**config.mk**
```make
export PLATFORM = sky130hd
export DESIGN_NAME = imem_loader
export DESIGN_NICKNAME = d
export VERILOG_FILES = /design/src/rtl/imem_loader.sv
export SDC_FILE = /design/constraint.sdc
export NUM_CORES = 1
export LEC_CHECK = 0
export ABC_AREA = 1
export ABC_CLOCK_PERIOD_IN_PS = 3200
export BUFFER_PORTS_ARGS = -buffer_cell sky130_fd_sc_hd__buf_2
export CORE_MARGIN = 8
export CORE_UTILIZATION = 55
export CTS_CLUSTER_SIZE = 25
export DETAILED_ROUTE_END_ITERATION = 7
export GPL_TIMING_DRIVEN = 1
export PLACE_DENSITY_LB_ADDON = 0.1
export SLEW_MARGIN = 30
export SYNTH_ARGS = -nofsm -noshare
export SYNTH_HDL_FRONTEND = slang
export SYNTH_SLANG_ARGS = --single-unit
```
**constraint.sdc**
```tcl
create_clock -name clk_i -period 3.2 [get_ports clk_i]
set_input_delay 0.96 -clock clk_i [delete_from_list [all_inputs] [get_ports clk_i]]
set_output_delay 0.96 -clock clk_i [all_outputs]
set_load 0.1 [all_outputs]
```
**src/rtl/imem_loader.sv**
```systemverilog
// ---------------------------------------------------------------------------
// imem_loader
//
// Loads a program byte stream into instruction memory. A start request
// latches the base address and byte count. It is rejected with a sticky
// error flag when the count is zero or the range runs past the end of memory.
// Once started, each accepted stream byte becomes a byte write one cycle
// later at base + index. A running XOR checksum is kept, and a single done
// pulse is issued together with the final write.
//
// Handshake: a byte moves on every rising edge where byte_valid_i and
// byte_ready_o are both 1. byte_ready_o is 1 exactly while the FSM is in LOAD
// and does not depend on byte_valid_i. The source may hold byte_valid_i low
// for any number of cycles without timing out.
//
// Ports
//   clk_i        : clock, all state changes on the rising edge
//   rst_i        : synchronous active-high reset
//   start_i      : load request, sampled only in IDLE
//   base_addr_i  : first byte address of the load
//   len_i        : number of bytes to load (1..MEM_BYTES)
//   byte_valid_i : source presents a program byte
//   byte_data_i  : program byte
//   byte_ready_o : loader accepts a byte this cycle (state LOAD)
//   wr_en_o      : instruction-memory byte write strobe
//   wr_addr_o    : write address
//   wr_data_o    : write data
//   busy_o       : state is LOAD
//   done_o       : one-cycle completion pulse (state FLUSH)
//   err_o        : sticky range-error flag, cleared by the next start
//   count_o      : bytes accepted in the current/last load
//   csum_o       : XOR of bytes accepted in the current/last load
// ---------------------------------------------------------------------------
module imem_loader #(
    parameter int MEM_BYTES = 1024
) (
    input  logic        clk_i,
    input  logic        rst_i,
    input  logic        start_i,
    input  logic [9:0]  base_addr_i,
    input  logic [10:0] len_i,
    input  logic        byte_valid_i,
    input  logic [7:0]  byte_data_i,
    output logic        byte_ready_o,
    output logic        wr_en_o,
    output logic [9:0]  wr_addr_o,
    output logic [7:0]  wr_data_o,
    output logic        busy_o,
    output logic        done_o,
    output logic        err_o,
    output logic [10:0] count_o,
    output logic [7:0]  csum_o
);

    typedef enum logic [1:0] {
        IDLE  = 2'd0,
        LOAD  = 2'd1,
        FLUSH = 2'd2
    } state_e;

    // 12-bit limit so base + len can be formed without any wrap.
    localparam logic [11:0] MEM_LIMIT = 12'(MEM_BYTES);

    state_e      state_q, state_d;
    logic [9:0]  base_q, base_d;
    logic [10:0] len_q, len_d;
    logic [10:0] count_q, count_d;
    logic [7:0]  csum_q, csum_d;
    logic        err_q, err_d;
    logic        ready_q, ready_d;
    logic        wr_en_q, wr_en_d;
    logic [9:0]  wr_addr_q, wr_addr_d;
    logic [7:0]  wr_data_q, wr_data_d;
    logic        busy_q, busy_d;
    logic        done_q, done_d;

    logic        range_ok;
    logic        accept;
    logic [10:0] count_inc;

    assign range_ok  = (len_i != 11'd0) &&
                       (({2'b00, base_addr_i} + {1'b0, len_i}) <= MEM_LIMIT);
    assign accept    = (state_q == LOAD) && ready_q && byte_valid_i;
    assign count_inc = count_q + 11'd1;

    always_comb begin
        state_d   = state_q;
        base_d    = base_q;
        len_d     = len_q;
        count_d   = count_q;
        csum_d    = csum_q;
        err_d     = err_q;
        ready_d   = 1'b0;
        wr_en_d   = 1'b0;
        wr_addr_d = wr_addr_q;
        wr_data_d = wr_data_q;
        busy_d    = 1'b0;
        done_d    = 1'b0;

        case (state_q)
            IDLE: begin
                if (start_i) begin
                    base_d  = base_addr_i;
                    len_d   = len_i;
                    count_d = 11'd0;
                    csum_d  = 8'd0;
                    if (range_ok) begin
                        err_d   = 1'b0;
                        state_d = LOAD;
                        ready_d = 1'b1;
                        busy_d  = 1'b1;
                    end else begin
                        err_d = 1'b1;
                    end
                end
            end
            LOAD: begin
                ready_d = 1'b1;
                busy_d  = 1'b1;
                if (accept) begin
                    // Address uses the count before this increment.
                    wr_en_d   = 1'b1;
                    wr_addr_d = base_q + count_q[9:0];
                    wr_data_d = byte_data_i;
                    count_d   = count_inc;
                    csum_d    = csum_q ^ byte_data_i;
                    if (count_inc == len_q) begin
                        // Last byte: FLUSH carries its write and the done pulse.
                        state_d = FLUSH;
                        ready_d = 1'b0;
                        busy_d  = 1'b0;
                        done_d  = 1'b1;
                    end
                end
            end
            FLUSH: begin
                // start_i is deliberately not looked at here.
                state_d = IDLE;
            end
            default: begin
                state_d = IDLE;
            end
        endcase
    end

    always_ff @(posedge clk_i) begin
        if (rst_i) begin
            state_q   <= IDLE;
            base_q    <= 10'd0;
            len_q     <= 11'd0;
            count_q   <= 11'd0;
            csum_q    <= 8'd0;
            err_q     <= 1'b0;
            ready_q   <= 1'b0;
            wr_en_q   <= 1'b0;
            wr_addr_q <= 10'd0;
            wr_data_q <= 8'd0;
            busy_q    <= 1'b0;
            done_q    <= 1'b0;
        end else begin
            state_q   <= state_d;
            base_q    <= base_d;
            len_q     <= len_d;
            count_q   <= count_d;
            csum_q    <= csum_d;
            err_q     <= err_d;
            ready_q   <= ready_d;
            wr_en_q   <= wr_en_d;
            wr_addr_q <= wr_addr_d;
            wr_data_q <= wr_data_d;
            busy_q    <= busy_d;
            done_q    <= done_d;
        end
    end

    assign byte_ready_o = ready_q;
    assign wr_en_o      = wr_en_q;
    assign wr_addr_o    = wr_addr_q;
    assign wr_data_o    = wr_data_q;
    assign busy_o       = busy_q;
    assign done_o       = done_q;
    assign err_o        = err_q;
    assign count_o      = count_q;
    assign csum_o       = csum_q;

endmodule

```
# Yosys cells after proc, flatten, opt, wreduce, memory -nomap -nowiden
# Index checks and enable logic that the tools add are counted.
dict set report classes {
  reduce_logical 12
  eq_ne 6
  order_cmp 1
  bitwise_logic 3
  n_addsub 3
  mux 19
}
# op n
set ops {}
lappend ops {{$mux 11} 2}
lappend ops {{$pmux 11 s2} 1}
lappend ops {{$mux 8} 2}
lappend ops {{$pmux 8 s2} 1}
lappend ops {{$add 10x11->12} 1}
lappend ops {{$le 12x11->1 const B} 1}
lappend ops {{$add 11x1->11 const B} 1}
lappend ops {{$eq 11x11->1} 1}
lappend ops {{$reduce_bool 11->1} 1}
lappend ops {{$add 10x10->10} 1}
lappend ops {{$mux 2} 4}
lappend ops {{$xor 8x8->8} 1}
lappend ops {{$mux 1} 7}
lappend ops {{$ne 2x2->1 const B} 3}
lappend ops {{$pmux 2 s2} 1}
lappend ops {{$reduce_and 2->1} 2}
lappend ops {{$reduce_and 4->1} 1}
lappend ops {{$logic_and 1x1->1} 3}
lappend ops {{$reduce_and 3->1} 1}
lappend ops {{$reduce_or 3->1} 1}
lappend ops {{$eq 2x1->1 const B} 1}
lappend ops {{$logic_not 2->1} 1}
lappend ops {{$ne 2x1->1 const B} 1}
lappend ops {{$not 1->1} 2}
lappend ops {{other kinds (3)} 3}
dict set report word_totals {
  out_inout_bits 42
  register_bits 64
}

# Longest topological paths before layout
# Gate-level depths: netlist (run 1).
dict set report depth {
  word_depth 6
  mapped_depth 14
  mapped_depth_nobuf 14
}

# Worst setup path before layout (run 1)
# No wires, ideal clock.
dict set report synth_path {
  path_kind {reg-to-reg}
  from {register count_q[0], in the netlist count_o[0]}
  to {register wr_addr_q[6], in the netlist wr_addr_o[6]}
  path_slack_ps 539
  synth_period_minus_slack_ps 2661
  arrival_ps 2545
  path_buffers 0
  required_ps 3085
  path_stages_with_launch 11
  cell_sequence {dfxtp_1 ha_1 inv_1 fa_1 o21ai_0 a21oi_1 nor2_1 nor2_1 xnor2_1 o21ai_0 inv_1}
}
dict set report synth_between {
  elab_chain_cells 1
}
# element line_no
set synth_rtl {}
lappend synth_rtl {{start, declared} 67} ;# logic [10:0] count_q, count_d;
lappend synth_rtl {{start signal, assigned} 164} ;# count_q <= count_d;
lappend synth_rtl {{$add 10x10->10} 123} ;# wr_addr_d = base_q + count_q[9:0];
lappend synth_rtl {{end signal, assigned} 169} ;# wr_addr_q <= wr_addr_d;
lappend synth_rtl {{end, declared} 72} ;# logic [9:0] wr_addr_q, wr_addr_d;
# No other way between the ends.
# A chain may end at the register's enable or synchronous reset.

# Final worst setup path (run 1)
dict set report layout_path {
  from {input base_addr_i[0]}
  to {register state_q[0]}
}
dict set report layout_between {
  elab_chain_cells 5
}
# element line_no
set layout_rtl {}
lappend layout_rtl {{start, declared} 40} ;# input logic [9:0] base_addr_i,
lappend layout_rtl {{$add 10x11->12} 82} ;# (({2'b00, base_addr_i} + {1'b0, len_i}) <= MEM_LIMIT);
lappend layout_rtl {{$le 12x11->1} 82}
lappend layout_rtl {{$logic_and 1x1->1} 81} ;# assign range_ok = (len_i != 11'd0) &&
lappend layout_rtl {{$ne 2x2->1 (no source line)} n/a}
lappend layout_rtl {{$reduce_and 4->1 (no source line)} n/a}
lappend layout_rtl {{end signal, assigned} 161} ;# state_q <= state_d;
lappend layout_rtl {{end, declared} 64} ;# state_e state_q, state_d;
# No other way between the ends.

==> metrics.txt, run 1 <==
# TYPE chip_impl_metric gauge
chip_impl_info{name="status",value="complete, no violations"} 1
chip_impl_metric{name="syn_nets",unit=""} 617
chip_impl_metric{name="worstRegToRegCells",unit=""} 9
chip_impl_metric{name="min_path_cells",unit=""} 2
chip_impl_metric{name="timing.fmax",unit="GHz"} 0.385
chip_impl_metric{name="initial_core_util",unit="%"} 55.9
chip_impl_metric{name="synth_largest_type_area_fraction",unit="%"} 34.1
chip_impl_metric{name="die_width",unit="µm"} 98.6
chip_impl_info{name="mostFrequentLayoutCell",value="sky130_fd_sc_hd__nand2_1"} 1
chip_impl_info{name="clockRootBuffer",value="sky130_fd_sc_hd__clkbuf_8"} 1
chip_impl_metric{name="maxSlewViolCount",unit=""} 0
chip_impl_metric{name="total_instance_count_after_detailed_placement",unit=""} 706
chip_impl_metric{name="global_route.usage.met1",unit="%"} 25.6
chip_impl_metric{name="postSynth.asyncResetShare",unit="%"} 0
chip_impl_metric{name="routed_via_density",unit=""} 5.37
chip_impl_info{name="synth_largest_area_cell",value="sky130_fd_sc_hd__dfxtp_1"} 1
chip_impl_metric{name="design.final.nets",unit=""} 692
chip_impl_info{name="timing_worst_setup_path_type",value="input port to register"} 1
chip_impl_metric{name="via_count_of_the_first_global_routing_pass",unit=""} 3723
chip_impl_info{name="layout.cells.most_common_list",value="114 x sky130_fd_sc_hd__nand2_1, 91 x sky130_fd_sc_hd__nor2_1, 74 x sky130_fd_sc_hd__buf_2"} 1
chip_impl_metric{name="finalHoldViolCount",unit=""} 0
chip_impl_metric{name="finalSetupViolations",unit=""} 0
chip_impl_metric{name="crit_path_max_fanout",unit=""} 4
chip_impl_metric{name="portBuffers",unit=""} 74
chip_impl_metric{name="grt_antenna_before_repair",unit=""} 0
chip_impl_metric{name="synth.distinct_cells",unit=""} 36
chip_impl_info{name="worstHoldPathType",value="register to register"} 1
chip_impl_info{name="synthTopCellsByArea",value="sky130_fd_sc_hd__dfxtp_1 34%, sky130_fd_sc_hd__nand2_1 11%, sky130_fd_sc_hd__nor2_1 9.1%, sky130_fd_sc_hd__ha_1 6.7%, sky130_fd_sc_hd__nand3_1 6.3%"} 1
chip_impl_metric{name="synth_seq_cells",unit=""} 64
chip_impl_info{name="critPathLaunchType",value="input port"} 1
chip_impl_info{name="tritoncts_clock_tree",value="done"} 1
chip_impl_metric{name="cts_buffer_depth",unit=""} 2
chip_impl_info{name="crit_path_cell_trace",value="buf_2 -> ha_1 -> fa_1 -> or2_2 -> nor2_1 -> nand3_1 -> nor2_1 -> nand3_1 -> nor2_1 -> nand2_1 -> nand2_1 -> nand2_1 -> a21oi_1"} 1
chip_impl_metric{name="largest_stage_delay_on_the_critical_path",unit="ns"} 0.42
chip_impl_metric{name="gp_congestion",unit=""} 0.877
chip_impl_metric{name="clk-insertion-delay-late",unit="ns"} 0.35
chip_impl_metric{name="clock_tree.htree_level_count",unit=""} 3
chip_impl_info{name="grt-busiest-layer",value="met2"} 1
chip_impl_metric{name="detailed_place.area",unit="µm²"} 4200
chip_impl_metric{name="detail_route.wl_per_cell",unit="µm"} 13.8
chip_impl_metric{name="chipHeight",unit="µm"} 98.6
chip_impl_metric{name="sink_count",unit=""} 64
chip_impl_info{name="cell_with_the_largest_stage_delay_on_the_worst_path",value="sky130_fd_sc_hd__fa_1"} 1
chip_impl_metric{name="grt_util_all_layers",unit="%"} 21.0
chip_impl_metric{name="yosys_warnings",unit=""} 0
chip_impl_metric{name="detailedPlacementHpwl",unit="µm"} 7810
chip_impl_metric{name="grt.overflow.total",unit=""} 0
chip_impl_metric{name="power_per_standard_cell_area",unit="nW/µm²"} 452
chip_impl_metric{name="timing.clock.skew",unit="ns"} 0.0137
chip_impl_metric{name="synthesis.instances",unit=""} 562
chip_impl_metric{name="synth_enable_flop_cells",unit=""} 0
chip_impl_metric{name="post_route_cells_drive_above_1_share",unit="%"} 18.2
chip_impl_metric{name="grt_first_pass_wirelength",unit="µm"} 16800
chip_impl_metric{name="p_leak",unit="µW"} 0.00224
chip_impl_metric{name="cts.clk_slew.worst_paths",unit="ns"} 0.08
chip_impl_metric{name="first_iter_violations",unit=""} 184
chip_impl_metric{name="post_cts.resized_instances",unit=""} 0
chip_impl_metric{name="final_antenna_net_count",unit=""} 0
chip_impl_metric{name="met3_usage",unit="%"} 5.43
chip_impl_metric{name="total_number_of_vias",unit=""} 3880
chip_impl_info{name="postSynth.topFlopCell",value="sky130_fd_sc_hd__dfxtp_1"} 1
chip_impl_metric{name="n_antenna_cell",unit=""} 0
chip_impl_metric{name="count_of_boundary_i_o_pins",unit=""} 75
chip_impl_metric{name="final-instance-count-excl-fill",unit=""} 722
chip_impl_metric{name="syn-mean-instance-area",unit="µm²"} 6.68
chip_impl_metric{name="die_area",unit="µm²"} 9730
chip_impl_metric{name="cap_violations",unit=""} 0
chip_impl_metric{name="transition_time_of_the_tightest_slew_check_pin",unit="ns"} 0.850
chip_impl_metric{name="number_of_buffers_added_by_the_clock_tree_synthesis_step",unit=""} 9
chip_impl_metric{name="use_met2",unit="%"} 34.5
chip_impl_metric{name="critical_path_required",unit="ns"} 3.47
chip_impl_metric{name="arrival",unit="ns"} 2.87
chip_impl_metric{name="drt-pass1-iter-count",unit=""} 5
chip_impl_metric{name="setup_total_negative_slack",unit="ns"} 0
chip_impl_metric{name="finalWorstPathRequiredPeriod",unit="ns"} 2.60
chip_impl_metric{name="grt_start_max_net_pins",unit=""} 36
chip_impl_metric{name="seq_total_area_yosys",unit="%"} 34.1
chip_impl_metric{name="layout_worst_path_cycle_share",unit="%"} 81.2
chip_impl_metric{name="drcViolationCount",unit=""} 0
chip_impl_metric{name="area_grow_syn2layout",unit="%"} 17.5
chip_impl_metric{name="wirelength",unit="µm"} 9980
chip_impl_metric{name="placement_rows",unit=""} 30
chip_impl_metric{name="ff2ff_setup_slack",unit="ns"} 0.99
chip_impl_metric{name="netlist_area_before_placement",unit="µm²"} 3750
chip_impl_info{name="grt_setup_unrepaired",value="no"} 1
chip_impl_metric{name="power.ir.vdd_worst",unit="µV"} 278
chip_impl_metric{name="cts_hold_buf",unit=""} 0
chip_impl_metric{name="fin_area",unit="µm²"} 4410
chip_impl_info{name="setup.worst_path.end_class",value="register"} 1
chip_impl_metric{name="postCtsSetupBuffers",unit=""} 0
chip_impl_metric{name="slew_headroom",unit="%"} 43.3
chip_impl_metric{name="core_area",unit="µm²"} 6720
-- where the power goes --
part,switching (µW),total [µW],internal (µW)
clock network,335,718,383
registers,25.2,861,835
logic,298,417,119
total,658,2000,1340
-- critical path: cells and delay by family --
kind / cells / cell delay (ns)
buffers and inverters: 1 / 0.11
adders and majority gates: 2 / 0.66
AOI/OAI and AO/OA: 1 / 0.14
and+or+nand+nor: 9 / 0.99
-- registers in the layout, indices dropped and copies added (netlist names) --
| register | flops |
|---|---|
| count_o | 11 |
| wr_addr_o | 10 |
| state_q | 2 |
| wr_data_o | 8 |
| err_o | 1 |
| wr_en_o | 1 |
| done_o | 1 |
| base_q | 10 |
| busy_o | 1 |
| csum_o | 8 |
| len_q | 11 |
-- per-stage QoR --
step	hold WS [ns]	setup WS (ns)	utilization [%]	total power, µW
after detailed placement	0.460	0.289	62.6	1290
final	0.473	0.601	65.6	2000
after CTS	0.471	0.634	65.6	2000
after floorplan	0.444	0.539	-	1190
after global placement	0.439	0.314	62.6	1290
after global routing	0.491	0.449	65.6	2100
-- cells by family (layout without fill, tap and decap cells) --
kind of cell	Yosys count	in the layout	synth area share, %
AND/OR/NAND/NOR	293	293	34.6
flip-flops	64	64	34.1
adder cells (fa/ha/maj)	22	22	7.73
XOR/XNOR	9	9	2.10
AO/OA/AOI/OAI	100	100	13.9
buffers and inverters	74	154	7.56
-- cell type report --
type	count	area, µm²
inverters	58	218
clock inverters	6	68.8
multi-input cells	424	2190
well taps	80	100
fillers	623	2310
clock buffers	10	138
repair buffers	80	415
flip-flops and latches	64	1280
-- routing by layer --
layer | part of all wire, % | routed length (µm) | up-vias
met5 | 0 | 0 | -
met4 | 2.1 | 207 | 0
met3 | 6.2 | 621 | 16
met2 | 46 | 4590 | 120
met1 | 46 | 4560 | 1747
li1 | - | - | 1997
-- cell usage after synthesis (3+ instances only) --
cell,number
sky130_fd_sc_hd__nor2_1,91
sky130_fd_sc_hd__nand3_1,47
sky130_fd_sc_hd__dfxtp_1,64
sky130_fd_sc_hd__o21ai_0,46
sky130_fd_sc_hd__and3_1,4
sky130_fd_sc_hd__or2_2,4
sky130_fd_sc_hd__nor3_1,5
sky130_fd_sc_hd__inv_1,56
sky130_fd_sc_hd__ha_1,20
sky130_fd_sc_hd__xnor2_1,3
sky130_fd_sc_hd__nand4_1,9
sky130_fd_sc_hd__nand2_1,114
sky130_fd_sc_hd__clkbuf_1,12
sky130_fd_sc_hd__nand2_2,6
sky130_fd_sc_hd__a21oi_1,46
sky130_fd_sc_hd__xor2_1,6
-- worst paths after layout --
check / startpoint / end
setup reg to reg: count_o[1] / wr_addr_o[6]
hold / removal: csum_o[4] / csum_o[4]
setup / recovery: base_addr_i[0] / state_q[0]
hold reg to reg: csum_o[4] / csum_o[4]
Power figures use the tool's default switching activity.
==> run 2: changes to the inputs <==
--- a/config.mk
+++ b/config.mk
@@ -6,7 +6,7 @@
 export NUM_CORES = 1
 export LEC_CHECK = 0
 export ABC_AREA = 1
-export ABC_CLOCK_PERIOD_IN_PS = 3200
+export ABC_CLOCK_PERIOD_IN_PS = 2440
 export BUFFER_PORTS_ARGS = -buffer_cell sky130_fd_sc_hd__buf_2
 export CORE_MARGIN = 8
 export CORE_UTILIZATION = 55
==> constraint.sdc (replaced) <==
create_clock -name clk_i -period 2.44 [get_ports clk_i]
set_input_delay 0.732 -clock clk_i [delete_from_list [all_inputs] [get_ports clk_i]]
set_output_delay 0.732 -clock clk_i [all_outputs]
set_load 0.1 [all_outputs]
==> metrics.txt, run 2 (same netlist as run 1, synthesis figures left out) <==
# TYPE chip_impl_metric gauge
chip_impl_metric{name="finalHoldViolCount",unit=""} 0
chip_impl_metric{name="area_grow_syn2layout",unit="%"} 19.8
chip_impl_metric{name="timing.clock.skew",unit="ns"} 0.0119
chip_impl_metric{name="crit_path_max_fanout",unit=""} 2
chip_impl_metric{name="routed_via_density",unit=""} 5.37
chip_impl_info{name="timing_worst_setup_path_type",value="input port to register"} 1
chip_impl_metric{name="arrival",unit="ns"} 2.61
chip_impl_metric{name="portBuffers",unit=""} 74
chip_impl_metric{name="chipHeight",unit="µm"} 98.6
chip_impl_info{name="timing.rr.start",value="count_o[0]"} 1
chip_impl_metric{name="layout_worst_path_cycle_share",unit="%"} 95.5
chip_impl_metric{name="power.ir.vdd_worst",unit="µV"} 376
chip_impl_info{name="cp_top_family",value="simple AND/OR/NAND/NOR gates"} 1
chip_impl_metric{name="slew_headroom",unit="%"} 64.2
chip_impl_metric{name="wirelength",unit="µm"} 10300
chip_impl_metric{name="transition_time_of_the_tightest_slew_check_pin",unit="ns"} 0.537
chip_impl_metric{name="ff2ff_setup_slack",unit="ns"} 0.46
chip_impl_metric{name="gp_congestion",unit=""} 0.858
chip_impl_info{name="hold_path.startpoint",value="csum_o[3]"} 1
chip_impl_metric{name="die_area",unit="µm²"} 9730
chip_impl_metric{name="die_width",unit="µm"} 98.6
chip_impl_metric{name="setup_slack",unit="ns"} 0.110
chip_impl_metric{name="sink_count",unit=""} 64
chip_impl_info{name="worstHoldPathType",value="register to register"} 1
chip_impl_info{name="layout.cells.most_common_list",value="112 x sky130_fd_sc_hd__nand2_1, 90 x sky130_fd_sc_hd__nor2_1, 74 x sky130_fd_sc_hd__buf_2"} 1
chip_impl_metric{name="total_number_of_vias",unit=""} 3923
chip_impl_metric{name="grt_antenna_before_repair",unit=""} 0
chip_impl_info{name="setup.worst_path.end_class",value="register"} 1
chip_impl_metric{name="detail_route.wl_per_cell",unit="µm"} 14.0
chip_impl_metric{name="cts_buffer_depth",unit=""} 2
chip_impl_metric{name="design.final.nets",unit=""} 701
chip_impl_metric{name="post-place-ws",unit="ns"} -0.228
chip_impl_metric{name="cts_hold_buf",unit=""} 0
chip_impl_metric{name="count_of_boundary_i_o_pins",unit=""} 75
chip_impl_metric{name="initial_core_util",unit="%"} 55.9
chip_impl_metric{name="clock_tree.htree_level_count",unit=""} 3
chip_impl_metric{name="grt.overflow.total",unit=""} 0
chip_impl_metric{name="critical_path_required",unit="ns"} 2.72
chip_impl_metric{name="post_route_cells_drive_above_1_share",unit="%"} 20.7
chip_impl_metric{name="finalSetupViolations",unit=""} 0
chip_impl_metric{name="final_antenna_net_count",unit=""} 0
chip_impl_metric{name="drcViolationCount",unit=""} 0
chip_impl_metric{name="p_leak",unit="µW"} 0.00229
chip_impl_metric{name="grt_start_max_net_pins",unit=""} 36
chip_impl_metric{name="power_per_standard_cell_area",unit="nW/µm²"} 585
chip_impl_metric{name="cap_violations",unit=""} 0
chip_impl_info{name="status",value="complete, no violations"} 1
chip_impl_metric{name="grt_util_all_layers",unit="%"} 21.7
chip_impl_metric{name="maxSlewViolCount",unit=""} 0
chip_impl_metric{name="largest_stage_delay_on_the_critical_path",unit="ns"} 0.43
chip_impl_metric{name="via_count_of_the_first_global_routing_pass",unit=""} 3857
chip_impl_info{name="clockRootBuffer",value="sky130_fd_sc_hd__clkbuf_8"} 1
chip_impl_metric{name="finalWorstPathRequiredPeriod",unit="ns"} 2.33
chip_impl_info{name="crit_path_cell_trace",value="buf_2 -> ha_2 -> fa_1 -> or2_2 -> nor2_2 -> nand3_1 -> nor2_1 -> nand3_1 -> nor2_1 -> nand2_1 -> nand2_2 -> nand2_2 -> a21oi_2"} 1
chip_impl_info{name="cp-startpoint",value="base_addr_i[0]"} 1
chip_impl_metric{name="timing.fmax",unit="GHz"} 0.429
chip_impl_metric{name="path_buf_inv",unit=""} 1
chip_impl_metric{name="layout.core_utilization",unit="%"} 67.0
chip_impl_metric{name="drt-pass1-iter-count",unit=""} 7
chip_impl_info{name="tritoncts_clock_tree",value="done"} 1
chip_impl_metric{name="grt_first_pass_wirelength",unit="µm"} 17300
chip_impl_info{name="cell_with_the_largest_stage_delay_on_the_worst_path",value="sky130_fd_sc_hd__fa_1"} 1
chip_impl_metric{name="n_antenna_cell",unit=""} 0
chip_impl_metric{name="number_of_buffers_added_by_the_clock_tree_synthesis_step",unit=""} 9
chip_impl_metric{name="first_iter_violations",unit=""} 194
chip_impl_metric{name="detailedPlacementHpwl",unit="µm"} 7940
chip_impl_info{name="critPathLaunchType",value="input port"} 1
chip_impl_info{name="mostFrequentLayoutCell",value="sky130_fd_sc_hd__nand2_1"} 1
chip_impl_metric{name="cts.clk_slew.worst_paths",unit="ns"} 0.08
chip_impl_metric{name="placement_rows",unit=""} 30
chip_impl_metric{name="clk-insertion-delay-late",unit="ns"} 0.35
chip_impl_metric{name="core_area",unit="µm²"} 6720
run 2: cell types whose count changed in the layout (fill, tap and decap cells not counted), moves of 2 or more:
| cell | change |
|---|---|
| sky130_fd_sc_hd__buf_4 | +9 |
| sky130_fd_sc_hd__dfxtp_1 | -3 |
| sky130_fd_sc_hd__dfxtp_2 | +3 |
| sky130_fd_sc_hd__a21oi_1 | -2 |
| sky130_fd_sc_hd__a21oi_2 | +2 |
| sky130_fd_sc_hd__nand2_1 | -2 |
| sky130_fd_sc_hd__nand2_2 | +2 |
run 2: layout make-up:
| cell class | count | area, µm² |
|---|---|---|
| fill | 632 | 2220 |
| multi-input combinational | 424 | 2210 |
| sequential | 64 | 1280 |
| timing repair buffer | 89 | 483 |
| inverter | 58 | 218 |
| clock buffer | 10 | 138 |
| tap | 80 | 100 |
| clock inverter | 6 | 68.8 |
run 2: per-stage QoR:
step / std cells / total power (µW) / TNS (ns) / cell area [µm²] / hold slack [ns]
final: 731 / 2630 / 0 / 4500 / 0.465
after global routing: 731 / 2760 / -0.0126 / 4500 / 0.490
after CTS: 731 / 2640 / 0 / 4480 / 0.468
after detailed placement: 715 / 1700 / -0.601 / 4280 / 0.457
after global placement: 715 / 1690 / -0.493 / 4280 / 0.446
after floorplan: 562 / 1560 / 0 / 3760 / 0.444
run 2: worst paths after layout:
check                 end  cells past startpoint
max reg2reg  wr_addr_o[6]                     11
min reg2reg     csum_o[3]                      1
min             csum_o[3]                      1
max                busy_o                     13
run 2: worst reg2reg max path: stages, from the launching register on:
cell,delay (ns)
sky130_fd_sc_hd__dfxtp_2,0.35
sky130_fd_sc_hd__ha_1,0.20
sky130_fd_sc_hd__inv_1,0.08
sky130_fd_sc_hd__fa_1,0.41
sky130_fd_sc_hd__o21ai_0,0.19
sky130_fd_sc_hd__buf_4,0.15
sky130_fd_sc_hd__a21oi_1,0.06
sky130_fd_sc_hd__nor2_1,0.09
sky130_fd_sc_hd__nor2_1,0.05
sky130_fd_sc_hd__xnor2_1,0.12
sky130_fd_sc_hd__o21ai_0,0.14
sky130_fd_sc_hd__inv_1,0.05
run 2: report_power, final:
group / switching, µW / internal [µW]
clock: 441 / 502
combinational: 396 / 165
sequential: 32.3 / 1100
run 2: what timing repair did:
item                                    in CTS  in global routing
endpoints found under the setup margin       0                  2
hold endpoints to repair                     0                  0
gates resized for setup                      0                  6
buffers inserted                             0                  0
run 2: metal layers:
metal  share of wire [%]  vias up  track usage, %
li1                    -     2011               -
met1                  45     1762            25.0
met2                  47      131            37.4
met3                 6.3       19            5.78
met4                 2.1        0            7.91
met5                   0        -               0
